## src/rtl/decode_stage.sv

```systemverilog
// decode_stage: RV32I ID stage with an ID/EX pipeline register.
// Drives regfile read addresses and read enables. Inserts one bubble per
// load-use pair. Flush has priority over stall and over EX back-pressure.
// Optional macro DECODE_ILLEGAL_CHECK_EN adds the illegal-opcode flag.
module decode_stage #(
    parameter logic [31:0] NOP_INSN = 32'h0000_0013
) (
    input  logic        clk,
    input  logic        rst,
    input  logic        in_valid,
    output logic        in_ready,
    input  logic [31:0] in_pc,
    input  logic [31:0] in_insn,
    input  logic        flush,
    output logic        rs1pass,
    output logic [4:0]  rs1addr,
    output logic        rs2pass,
    output logic [4:0]  rs2addr,
    input  logic [31:0] rs1,
    input  logic [31:0] rs2,
    output logic        out_valid,
    input  logic        out_ready,
    output logic [31:0] out_pc,
    output logic [31:0] out_insn,
    output logic [31:0] out_imm,
    output logic [31:0] out_rs1val,
    output logic [31:0] out_rs2val,
    output logic [4:0]  out_rd,
    output logic        out_wen,
    output logic        out_illegal
);

    localparam logic [6:0] OPC_LOAD   = 7'b0000011;
    localparam logic [6:0] OPC_MISC   = 7'b0001111;
    localparam logic [6:0] OPC_OPIMM  = 7'b0010011;
    localparam logic [6:0] OPC_AUIPC  = 7'b0010111;
    localparam logic [6:0] OPC_STORE  = 7'b0100011;
    localparam logic [6:0] OPC_OP     = 7'b0110011;
    localparam logic [6:0] OPC_LUI    = 7'b0110111;
    localparam logic [6:0] OPC_BRANCH = 7'b1100011;
    localparam logic [6:0] OPC_JALR   = 7'b1100111;
    localparam logic [6:0] OPC_JAL    = 7'b1101111;
    localparam logic [6:0] OPC_SYSTEM = 7'b1110011;

    logic [6:0]  opc;
    logic [4:0]  rd;
    logic        is_load, is_misc, is_opimm, is_auipc, is_store, is_op;
    logic        is_lui, is_branch, is_jalr, is_jal, is_system;
    logic        dec_wen;
    logic [31:0] dec_imm;
    logic        advance, hazard, take, bubble;

    assign opc       = in_insn[6:0];
    assign rd        = in_insn[11:7];
    assign is_load   = (opc == OPC_LOAD);
    assign is_misc   = (opc == OPC_MISC);
    assign is_opimm  = (opc == OPC_OPIMM);
    assign is_auipc  = (opc == OPC_AUIPC);
    assign is_store  = (opc == OPC_STORE);
    assign is_op     = (opc == OPC_OP);
    assign is_lui    = (opc == OPC_LUI);
    assign is_branch = (opc == OPC_BRANCH);
    assign is_jalr   = (opc == OPC_JALR);
    assign is_jal    = (opc == OPC_JAL);
    assign is_system = (opc == OPC_SYSTEM);

    // Regfile addresses come straight from the word, valid or not.
    assign rs1addr = in_insn[19:15];
    assign rs2addr = in_insn[24:20];
    assign rs1pass = in_valid & (is_op | is_opimm | is_load | is_store | is_branch | is_jalr);
    assign rs2pass = in_valid & (is_op | is_store | is_branch);

    // Only recognised writers qualify, so an illegal word can never write rd.
    assign dec_wen = (is_op | is_opimm | is_load | is_lui | is_auipc | is_jal | is_jalr)
                   & (rd != 5'd0);

    // Immediate by instruction format; R-type and unknown opcodes give 0.
    always_comb begin
        dec_imm = '0;
        if (is_opimm | is_load | is_jalr | is_misc | is_system)
            dec_imm = {{20{in_insn[31]}}, in_insn[31:20]};
        else if (is_store)
            dec_imm = {{20{in_insn[31]}}, in_insn[31:25], in_insn[11:7]};
        else if (is_branch)
            dec_imm = {{19{in_insn[31]}}, in_insn[31], in_insn[7], in_insn[30:25],
                       in_insn[11:8], 1'b0};
        else if (is_lui | is_auipc)
            dec_imm = {in_insn[31:12], 12'b0};
        else if (is_jal)
            dec_imm = {{11{in_insn[31]}}, in_insn[31], in_insn[19:12], in_insn[20],
                       in_insn[30:21], 1'b0};
    end

    // A load in ID/EX whose rd is read by the incoming word stalls one cycle.
    // Pass bits already include in_valid, and rd != 0 rules out x0 operands.
    assign hazard  = out_valid & (out_insn[6:0] == OPC_LOAD) & (out_rd != 5'd0)
                   & ((rs1pass & (rs1addr == out_rd)) | (rs2pass & (rs2addr == out_rd)));
    assign advance = out_ready | ~out_valid;
    assign in_ready = (advance & ~hazard) | flush;
    assign take    = ~flush & advance & in_valid & ~hazard;
    assign bubble  = flush | (advance & ~take);

    // ID/EX register: capture, insert a bubble, or hold.
    always_ff @(posedge clk or posedge rst) begin
        if (rst) begin
            out_valid  <= 1'b0;
            out_pc     <= '0;
            out_insn   <= NOP_INSN;
            out_imm    <= '0;
            out_rs1val <= '0;
            out_rs2val <= '0;
            out_rd     <= '0;
            out_wen    <= 1'b0;
        end else if (take) begin
            out_valid  <= 1'b1;
            out_pc     <= in_pc;
            out_insn   <= in_insn;
            out_imm    <= dec_imm;
            out_rs1val <= rs1;
            out_rs2val <= rs2;
            out_rd     <= rd;
            out_wen    <= dec_wen;
        end else if (bubble) begin
            out_valid  <= 1'b0;
            out_pc     <= '0;
            out_insn   <= NOP_INSN;
            out_imm    <= '0;
            out_rs1val <= '0;
            out_rs2val <= '0;
            out_rd     <= '0;
            out_wen    <= 1'b0;
        end
    end

`ifdef DECODE_ILLEGAL_CHECK_EN
    // Every base opcode ends in 2'b11, so a non-match also covers insn[1:0].
    logic dec_illegal;
    assign dec_illegal = ~(is_load | is_misc | is_opimm | is_auipc | is_store | is_op
                         | is_lui | is_branch | is_jalr | is_jal | is_system);

    // Illegal flag travels with the captured instruction; cleared on bubbles.
    always_ff @(posedge clk or posedge rst) begin
        if (rst)
            out_illegal <= 1'b0;
        else if (take)
            out_illegal <= dec_illegal;
        else if (bubble)
            out_illegal <= 1'b0;
    end
`else
    assign out_illegal = 1'b0;
`endif

endmodule

```

## config.mk

```make
export PLATFORM = sky130hd
export DESIGN_NAME = decode_stage
export DESIGN_NICKNAME = d
export VERILOG_FILES = /design/src/rtl/decode_stage.sv
export SDC_FILE = /design/constraint.sdc
export NUM_CORES = 1
export LEC_CHECK = 0
export CAP_MARGIN = 20
export CORE_MARGIN = 2
export CORE_UTILIZATION = 38
export CTS_BUF_LIST = sky130_fd_sc_hd__clkbuf_4
export DETAILED_ROUTE_END_ITERATION = 8
export PLACE_DENSITY = 0.89
export REMOVE_ABC_BUFFERS = 1
export SLEW_MARGIN = 20
export SYNTH_ARGS = -nofsm -noshare
export SYNTH_HDL_FRONTEND = slang
export SYNTH_SLANG_ARGS = --single-unit
```

## constraint.sdc

```tcl
create_clock -name clk -period 6.1 [get_ports clk]
set_input_delay 1.83 -clock clk [delete_from_list [all_inputs] [get_ports clk]]
set_output_delay 1.83 -clock clk [all_outputs]
set_load 0.02 [all_outputs]
```

* After elaboration in Yosys (flattened, before gate mapping)
Index checks and enable logic that the tools add are counted.
** Operators by class
- Equal/unequal tests :: 14
- Reductions and logical operators :: 3
- Mux-type cells :: 17
- Bitwise logic cells :: 37
** Operator list (number)
- 32-bit 2-to-1 mux :: 12
- 7-bit equality test, second input constant :: 4
- 7-bit by 6-bit equality test with 1-bit output, second input constant :: 3
- 1-bit OR :: 20
- 7-bit by 2-bit equality test with 1-bit output, second input constant :: 2
- 7-bit by 5-bit equality test with 1-bit output, second input constant :: 2
- 1-bit AND :: 13
- 5-bit equality test :: 2
- 5-bit 2-to-1 mux :: 2
- 5-bit nonzero test :: 2
- 7-bit by 4-bit equality test with 1-bit output, second input constant :: 1
- 1-bit inverter :: 4
- 1-bit 2-to-1 mux :: 3
- 2-bit nonzero test :: 1
** Word-level totals
- Word-level logic and storage cells :: 79
- Bits of input ports :: 133
- Flip-flop bits (word level) :: 167

* Logic depth before layout (Yosys ltp)
Gate-level depths: netlist of the first run.
- Depth in word-level cells :: 17
- Mapped depth :: 10

* Worst setup path before layout of the first run
No wires, ideal clock.
- Kind :: input to output
- Start :: input port in_insn[2]
- End :: output port in_ready
- Path buffers :: 1
- Cell stages on the path :: 6
- Arrival time :: 3.346 ns
- Path slack :: 0.924 ns
- Path through :: clkbuf_1 -> or2_2 -> a21oi_1 -> o2111ai_1 -> a21o_1 -> a21o_1
** Between the ends
- Cells in the longest elaborated chain, start to end :: 13
- Elaborated cells between the ends (all ways) :: 22
- Those cells by class :: eq/ne (6); bitwise (16)
** Ends and longest elaborated chain
- start: declaration :: line 13 : input logic [31:0] in_insn,
- 7-bit by 6-bit equality test with 1-bit output or 7-bit by 5-bit equality test with 1-bit output (tied branches) :: line 60, 57
- 1-bit OR (4 in a row) :: line 70 : assign rs1pass = in_valid & (is_op | is_opimm | is_load | is_store | is_branch | is_jalr);
- 1-bit OR (*) :: line 70
- 1-bit AND (*) :: line 70
- net rs1pass :: line 15 : output logic rs1pass,
- 1-bit AND (*) :: line 97 : & ((rs1pass & (rs1addr == out_rd)) | (rs2pass & (rs2addr == out_rd)));
- 1-bit OR (*) :: line 97
- 1-bit AND (*) :: line 97
- 1-bit inverter (*) :: line 99 : assign in_ready = (advance & ~hazard) | flush;
- 1-bit AND (*) :: line 99
- 1-bit OR (*) :: line 99
- end: declaration :: line 11 : output logic in_ready,
The timed path passes the listed nets; every way through them passes the cells marked *.

* Final worst setup path of the first run
- Start :: input port in_valid
- End :: output port in_ready
** Between the ends
- Cells in the longest elaborated chain, start to end :: 7
- Elaborated cells between the ends (all ways) :: 9
- Those cells by class :: bitwise (9)
** Ends and longest elaborated chain
- start: declaration :: line 10 : input logic in_valid,
- 1-bit AND, on equally long branches :: line 70, 71
- 1-bit AND :: line 97
- 1-bit OR (*) :: line 97
- 1-bit AND (*) :: line 97
- 1-bit inverter (*) :: line 99
- 1-bit AND (*) :: line 99
- 1-bit OR (*) :: line 99
Mark *: on every way between the ends. The rest lies on a longest branch, timed or not.

==> results of run 1 <==
-- state kept, by name, summed over array words and instances, names as in the netlist --
name        cells
out_rs2val     32
out_insn       32
out_imm        32
out_valid       1
out_pc         32
out_wen         1
out_rs1val     32
-- stage by stage --
step	worst slack [ns]	cells
global placement	0.179	993
detailed placement	0.157	993
CTS	0.152	1025
floorplan	-1.61	450
global route	0.0544	1025
finish	0.146	1025
-- power by group through the flow --
| stage | Clock [mW] | Sequential, mW | Combinational, mW |
|---|---|---|---|
| 2_1_floorplan | 0 | 1.20 | 0.0893 |
| 3_3_place_gp | 0 | 1.16 | 0.360 |
| 3_5_place_dp | 0 | 1.16 | 0.365 |
| 4_1_cts | 0.618 | 1.14 | 0.367 |
| 5_1_grt | 0.667 | 1.14 | 0.387 |
| 6_report | 0.596 | 1.14 | 0.363 |
-- layout make-up --
cell class                      instances  area [um2]  area share (%)
Clock buffer                           18         135            1.36
Clock inverter                         14         119            1.20
Multi-Input combinational cell        284        2100            21.1
Sequential cell                       162        4060            40.8
Inverter                                4        20.0           0.201
Timing Repair Buffer                  323        3240            32.6
Tap cell                              220         275            2.77
-- cell usage after synthesis (6+ instances only) --
master / n / share of area (%)
a32o_1: 7 / 1.1
nand2_1: 23 / 1.3
o21ai_0: 30 / 2.3
nor2_1: 16 / 0.92
dfrtp_1: 159 / 61
buf_4: 16 / 1.8
clkbuf_1: 31 / 1.8
a22oi_1: 8 / 0.92
a21oi_1: 13 / 1.0
buf_6: 11 / 1.9
a22o_1: 134 / 18
xor2_1: 6 / 0.80
-- path summary, 6_finish.rpt --
path	endpoint	slack, ns	depth (start not counted)
setup / recovery	in_ready	0.15	7
hold / removal	out_imm[14]	0.50	2
setup reg to reg	out_rs2val[1]	2.98	6
hold reg to reg	out_imm[14]	0.50	2
max in group asynchronous	out_rs2val[3]	3.43	3
min in group asynchronous	out_insn[17]	1.77	2
-- cell families (layout without fill, tap and decap cells) --
logic type | after synthesis | in the layout | synth area share [%]
compound gates | 204 | 204 | 25.1
xor+xnor | 10 | 10 | 1.34
fa+ha+maj | 1 | 1 | 0.153
buf+inv | 65 | 359 | 5.96
flops | 162 | 162 | 62.1
other cells | 1 | 1 | 0.0574
simple gates | 68 | 68 | 5.29
-- worst min-delay path: stages, from the launching register on --
cell	delay (ns)
dfrtp_1	0.37
nand2_1	0.04
o21ai_0	0.06
-- per-layer routing --
layer | wire, um | GRT usage (%)
met1 | 7940 | 27.0
met2 | 10500 | 38.2
met3 | 1620 | 6.34
met4 | 416 | 7.93
met5 | 0 | 0
==> Implementation_results.wiki, run 1 <==
{| class="wikitable"
! Metric !! Value
|-
| Result of the run || finished, final reports clean
|-
| Count of fill cells added during filler insertion || 1378
|-
| Static leakage power || 4.33 nW
|-
| Antenna violations before repair || 0
|-
| Post-CTS setup buffer count || 0
|-
| Sum of negative setup slack || 0 ns
|-
| Vias in the first global route || 5672
|-
| H-Tree Level Count || 4
|-
| Sort of element at the end of the critical path || output pin
|-
| Post-cts hold buffer count || 0
|-
| Syn Std Cell Area || 6530 um2
|-
| Crit start category || input port
|-
| Largest net degree at the start of global routing || 87
|-
| Share of async-settable or async-resettable flops after synthesis || 100%
|-
| Min-Delay Startpoint || out_imm[14]
|-
| Total of flip-flops plus latches after synthesis || 162
|-
| Overflow left after global routing || 0
|-
| DPL Wire Length || 14600 um
|-
| Starting utilization of the core area || 39.1%
|-
| Post-layout minimum cycle time || 5.95 ns
|-
| Switching fraction of total power || 29.4%
|-
| Post-detailed-route wirelength per cell || 20.0 um
|-
| Final Skew || 0.0224 ns
|-
| Critical path required time || 4.27 ns
|-
| TritonCTS Buffers || 17
|-
| Residual DRC || 0
|-
| Final core area utilization || 59.6%
|-
| Vias post-DR || 5571
|-
| Comb power frac || 17.3%
|-
| Setup repair after global routing missed its margin || false
|-
| I/O pin count || 314
|-
| Vias per Instance || 5.44
|-
| Chip height || 135 um
|-
| Critical setup path kind || in -> out
|-
| Path type of the worst min-delay path || reg -> reg
|-
| Share of layout cells above drive strength 1 || 6.71%
|-
| Gate count after technology mapping || 511
|-
| Max-cap check violation count || 0
|-
| Antenna-violating nets left || 0
|-
| Family with the most delay on the worst path || buffers and inverters
|-
| Most used cells in the layout excluding fill and tap cells || clkdlybuf4s50_1, dfrtp_1, a22o_1, o21ai_0, nand2_1
|-
| Share of the yosys chip area belonging to registers || 62.1%
|-
| Internal power of the cells || 1.48 mW
|-
| Area added between synthesis and finish || 52.3%
|-
| Peak fanout along the critical path || 3
|-
| Commonest register cell after synthesis || dfrtp_1
|-
| Maximum count of clock buffers along a single path || 2
|-
| Final wirelength || 20500 um
|-
| Global-route wire length before repair || 31500 um
|-
| Num rows || 47
|-
| Cell with the biggest individual delay on the critical path || clkdlybuf4s50_1
|-
| Total power after layout || 2.10 mW
|-
| CTS sink count || 162
|-
| Clock network power share || 28.4%
|-
| Die Area || 18300 um2
|-
| Root buffer cell || clkbuf_4
|-
| Hold slack final || 0.498 ns
|-
| Cell area after layout || 9950 um2
|-
| Overall Global Routing Usage || 22.3%
|-
| Initial detailed-routing violation count || 244
|-
| Ordered cell list for the critical path || clkdlybuf4s50_1 > nand4b_1 > a2111oi_4 > nand4_1 > a21o_1 > a21o_1 > clkdlybuf4s50_1
|-
| Core area || 16700 um2
|-
| Clock latency on the worst-skew pair || 0.54 ns
|-
| Relative slew slack || 30.4%
|-
| Final setup violation count || 0
|-
| Final layout net count || 925
|-
| Clock transition time at the flip-flop clock pins of the worst setup and hold paths || 0.15 ns
|-
| Number of antenna cells inserted || 0
|-
| Final count of hold timing violations || 0
|-
| Worst-Margin Slew || 1.04 ns
|-
| Iteration count of the initial detailed-routing pass || 4
|-
| X dimension of the die || 135 um
|-
| Leading cell type in the layout, fill and taps excluded || clkdlybuf4s50_1
|-
| Final count of pins violating max slew || 0
|-
| Syn_area_per_cell || 12.8 um2
|-
| Count of cell types in the netlist || 44
|-
| Origin of the critical flop-to-flop path || out_insn[9]
|-
| Power dissipated by switching net loads || 617 uW
|-
| Fraction of power consumed by sequential logic || 54.3%
|-
| Largest vdd supply drop || 0.0998 mV
|-
| Critical path's largest stage delay || 0.53 ns
|-
| CTS tree || built
|-
| RD Place Congestion || 0.883
|-
| CTS resizes || 0
|-
| Power density of the placed cells || 211 nW/um2
|-
| Arrival @ worst endpoint || 4.12 ns
|-
| Number of enable flip-flop cells after synthesis || 0
|-
| Crit path launch || in_valid
|-
| Achievable clock frequency || 168 MHz
|-
| Share of the clock period used by the worst path || 97.6%
|-
| Placement Cell Area || 9690 um2
|-
| Number of buffers inserted by port buffering || 312
|-
| Sum of buffers and inverters on the critical path || 2
|-
| Total of warnings raised by yosys || 0
|}
Power figures use the tool's default switching activity.
==> run 2, diff against run 1 <==
--- a/config.mk
+++ b/config.mk
@@ -7,10 +7,10 @@
 export LEC_CHECK = 0
 export CAP_MARGIN = 20
 export CORE_MARGIN = 2
-export CORE_UTILIZATION = 38
+export CORE_UTILIZATION = 42
 export CTS_BUF_LIST = sky130_fd_sc_hd__clkbuf_4
 export DETAILED_ROUTE_END_ITERATION = 8
-export PLACE_DENSITY = 0.89
+export PLACE_DENSITY = 0.92
 export REMOVE_ABC_BUFFERS = 1
 export SLEW_MARGIN = 20
 export SYNTH_ARGS = -nofsm -noshare
==> constraint.sdc (replaced) <==
create_clock -name clk -period 6.3 [get_ports clk]
set_input_delay 1.89 -clock clk [delete_from_list [all_inputs] [get_ports clk]]
set_output_delay 1.89 -clock clk [all_outputs]
set_load 0.02 [all_outputs]
==> Implementation_results.wiki, run 2 (same netlist as run 1, synthesis figures left out) <==
{| class="wikitable"
! Metric !! Value
|-
| Starting utilization of the core area || 43.0%
|-
| Path type of the worst min-delay path || reg -> reg
|-
| Global-route wire length before repair || 30600 um
|-
| Internal power of the cells || 1.55 mW
|-
| Number of antenna cells inserted || 0
|-
| CTS tree || built
|-
| CTS sink count || 162
|-
| Share of layout cells above drive strength 1 || 6.82%
|-
| Switching fraction of total power || 27.6%
|-
| RD Place Congestion || 0.894
|-
| Share of the clock period used by the worst path || 95.6%
|-
| DPL Wire Length || 14600 um
|-
| Achievable clock frequency || 166 MHz
|-
| Root buffer cell || clkbuf_4
|-
| Most used cells in the layout excluding fill and tap cells || clkdlybuf4s50_1, dfrtp_1, a22o_1, o21ai_0, nand2_1
|-
| Count of fill cells added during filler insertion || 1120
|-
| Final count of hold timing violations || 0
|-
| Largest net degree at the start of global routing || 96
|-
| Residual DRC || 0
|-
| Comb power frac || 16.3%
|-
| Critical setup path kind || in -> out
|-
| Leading cell type in the layout, fill and taps excluded || clkdlybuf4s50_1
|-
| Overflow left after global routing || 0
|-
| Vias post-DR || 5580
|-
| Peak fanout along the critical path || 11
|-
| Post-cts hold buffer count || 0
|-
| Area added between synthesis and finish || 52.5%
|-
| Clock latency on the worst-skew pair || 0.55 ns
|-
| Register-to-Register Setup Slack || 3.05 ns
|-
| Power density of the placed cells || 215 nW/um2
|-
| I/O pin count || 314
|-
| Final wirelength || 20300 um
|-
| Core area || 15200 um2
|-
| Antenna-violating nets left || 0
|-
| Initial detailed-routing violation count || 363
|-
| Post-layout minimum cycle time || 6.02 ns
|-
| Post-CTS setup buffer count || 0
|-
| Maximum count of clock buffers along a single path || 2
|-
| Final layout net count || 926
|-
| X dimension of the die || 129 um
|-
| Pre-CTS setup slack || 0.290 ns
|-
| Fraction of power consumed by sequential logic || 51.7%
|-
| Final setup violation count || 0
|-
| Crit start category || input port
|-
| Vias per Instance || 5.61
|-
| Sort of element at the end of the critical path || output pin
|-
| Hold slack final || 0.493 ns
|-
| Static leakage power || 4.37 nW
|-
| Setup repair after global routing missed its margin || false
|-
| Number of buffers inserted by port buffering || 312
|-
| CTS resizes || 0
|-
| Clock transition time at the flip-flop clock pins of the worst setup and hold paths || 0.12 ns
|-
| Critical path required time || 4.41 ns
|-
| Max-cap check violation count || 0
|-
| Worst setup slack after layout || 0.278 ns
|-
| TritonCTS Buffers || 17
|-
| Die Area || 16600 um2
|-
| Num rows || 45
|-
| Clock network power share || 32.0%
|-
| Chip height || 129 um
|-
| H-Tree Level Count || 4
|-
| Overall Global Routing Usage || 24.0%
|-
| Post-detailed-route wirelength per cell || 20.4 um
|-
| Antenna violations before repair || 0
|-
| Largest vdd supply drop || 0.120 mV
|-
| Worst-Margin Slew || 1.09 ns
|-
| Final count of pins violating max slew || 0
|-
| Iteration count of the initial detailed-routing pass || 4
|-
| Relative slew slack || 27.6%
|-
| Vias in the first global route || 5498
|-
| Result of the run || finished, final reports clean
|-
| Final Skew || 0.0236 ns
|-
| Arrival @ worst endpoint || 4.13 ns
|-
| Power dissipated by switching net loads || 590 uW
|}
==> run 2: cell types whose count changed in the layout (fill, tap and decap cells not counted), moves of 2 or more <==
cell / before / now
buf_12: 3 / 1
buf_4: 8 / 11
bufinv_16: 0 / 3
clkinv_4: 1 / 4
clkinvlp_4: 3 / 1
inv_6: 8 / 5
==> run 2: through the flow <==
step	util (%)	total power, mW	instance area [um2]	std cells	setup TNS [ns]
floorplan	-	1.25	6160	450	-202.21
global placement	63.4	1.47	9630	962	0
detailed placement	63.4	1.47	9630	962	0
CTS	65.5	2.15	9960	994	0
global route	65.5	2.23	9960	994	0
finish	65.5	2.14	9960	994	0
==> run 2: routing by layer <==
layer	wire length, um	track usage (%)
met4	643	10.2
met1	8020	29.6
met3	1660	7.82
met5	0	0
met2	9950	39.1
==> run 2: worst max-delay path, stage by stage <==
cell and delay (ns):
clkdlybuf4s50_1 0.61, or2_2 0.37, a21oi_1 0.20, o2111ai_1 0.13
a21o_1 0.21, a21o_1 0.18, clkdlybuf4s50_1 0.53
==> run 2: final timing paths <==
check,depth (start not counted),endpoint,startpoint
worst min register to register,2,out_wen,out_wen
max in group asynchronous,3,out_pc[3],rst
worst min-delay path,2,out_wen,out_wen
worst max register to register,6,out_imm[9],out_insn[9]
min in group asynchronous,2,out_pc[28],rst
worst max-delay path,7,in_ready,in_insn[6]
==> run 2: cell type report <==
| class | instances | area (um2) | share of cell area (%) |
|---|---|---|---|
| clock buffer | 17 | 128 | 1.28 |
| sequential | 162 | 4060 | 40.7 |
| timing repair buffer | 324 | 3230 | 32.4 |
| inverter | 4 | 20.0 | 0.201 |
| clock inverter | 15 | 199 | 2.00 |
| tap | 188 | 235 | 2.36 |
| multi-input combinational | 284 | 2100 | 21.0 |
==> run 2: power by group through the flow <==
stage,clock network (mW),registers [mW],logic [mW]
detailed placement,0,1.12,0.350
floorplan,0,1.17,0.0864
global placement,0,1.12,0.345
CTS,0.699,1.10,0.352
global route,0.745,1.11,0.373
finish,0.684,1.10,0.349
==> run 3, diff against run 2 <==
--- a/config.mk
+++ b/config.mk
@@ -5,11 +5,13 @@
 export SDC_FILE = /design/constraint.sdc
 export NUM_CORES = 1
 export LEC_CHECK = 0
-export CAP_MARGIN = 20
+export ABC_CLOCK_PERIOD_IN_PS = 6300
+export CAP_MARGIN = 10
 export CORE_MARGIN = 2
 export CORE_UTILIZATION = 42
 export CTS_BUF_LIST = sky130_fd_sc_hd__clkbuf_4
 export DETAILED_ROUTE_END_ITERATION = 8
+export GPL_ROUTABILITY_DRIVEN = 1
 export PLACE_DENSITY = 0.92
 export REMOVE_ABC_BUFFERS = 1
 export SLEW_MARGIN = 20
==> results of run 3 <==
No change in the layout: final DEF, timing and power equal those of run 2.
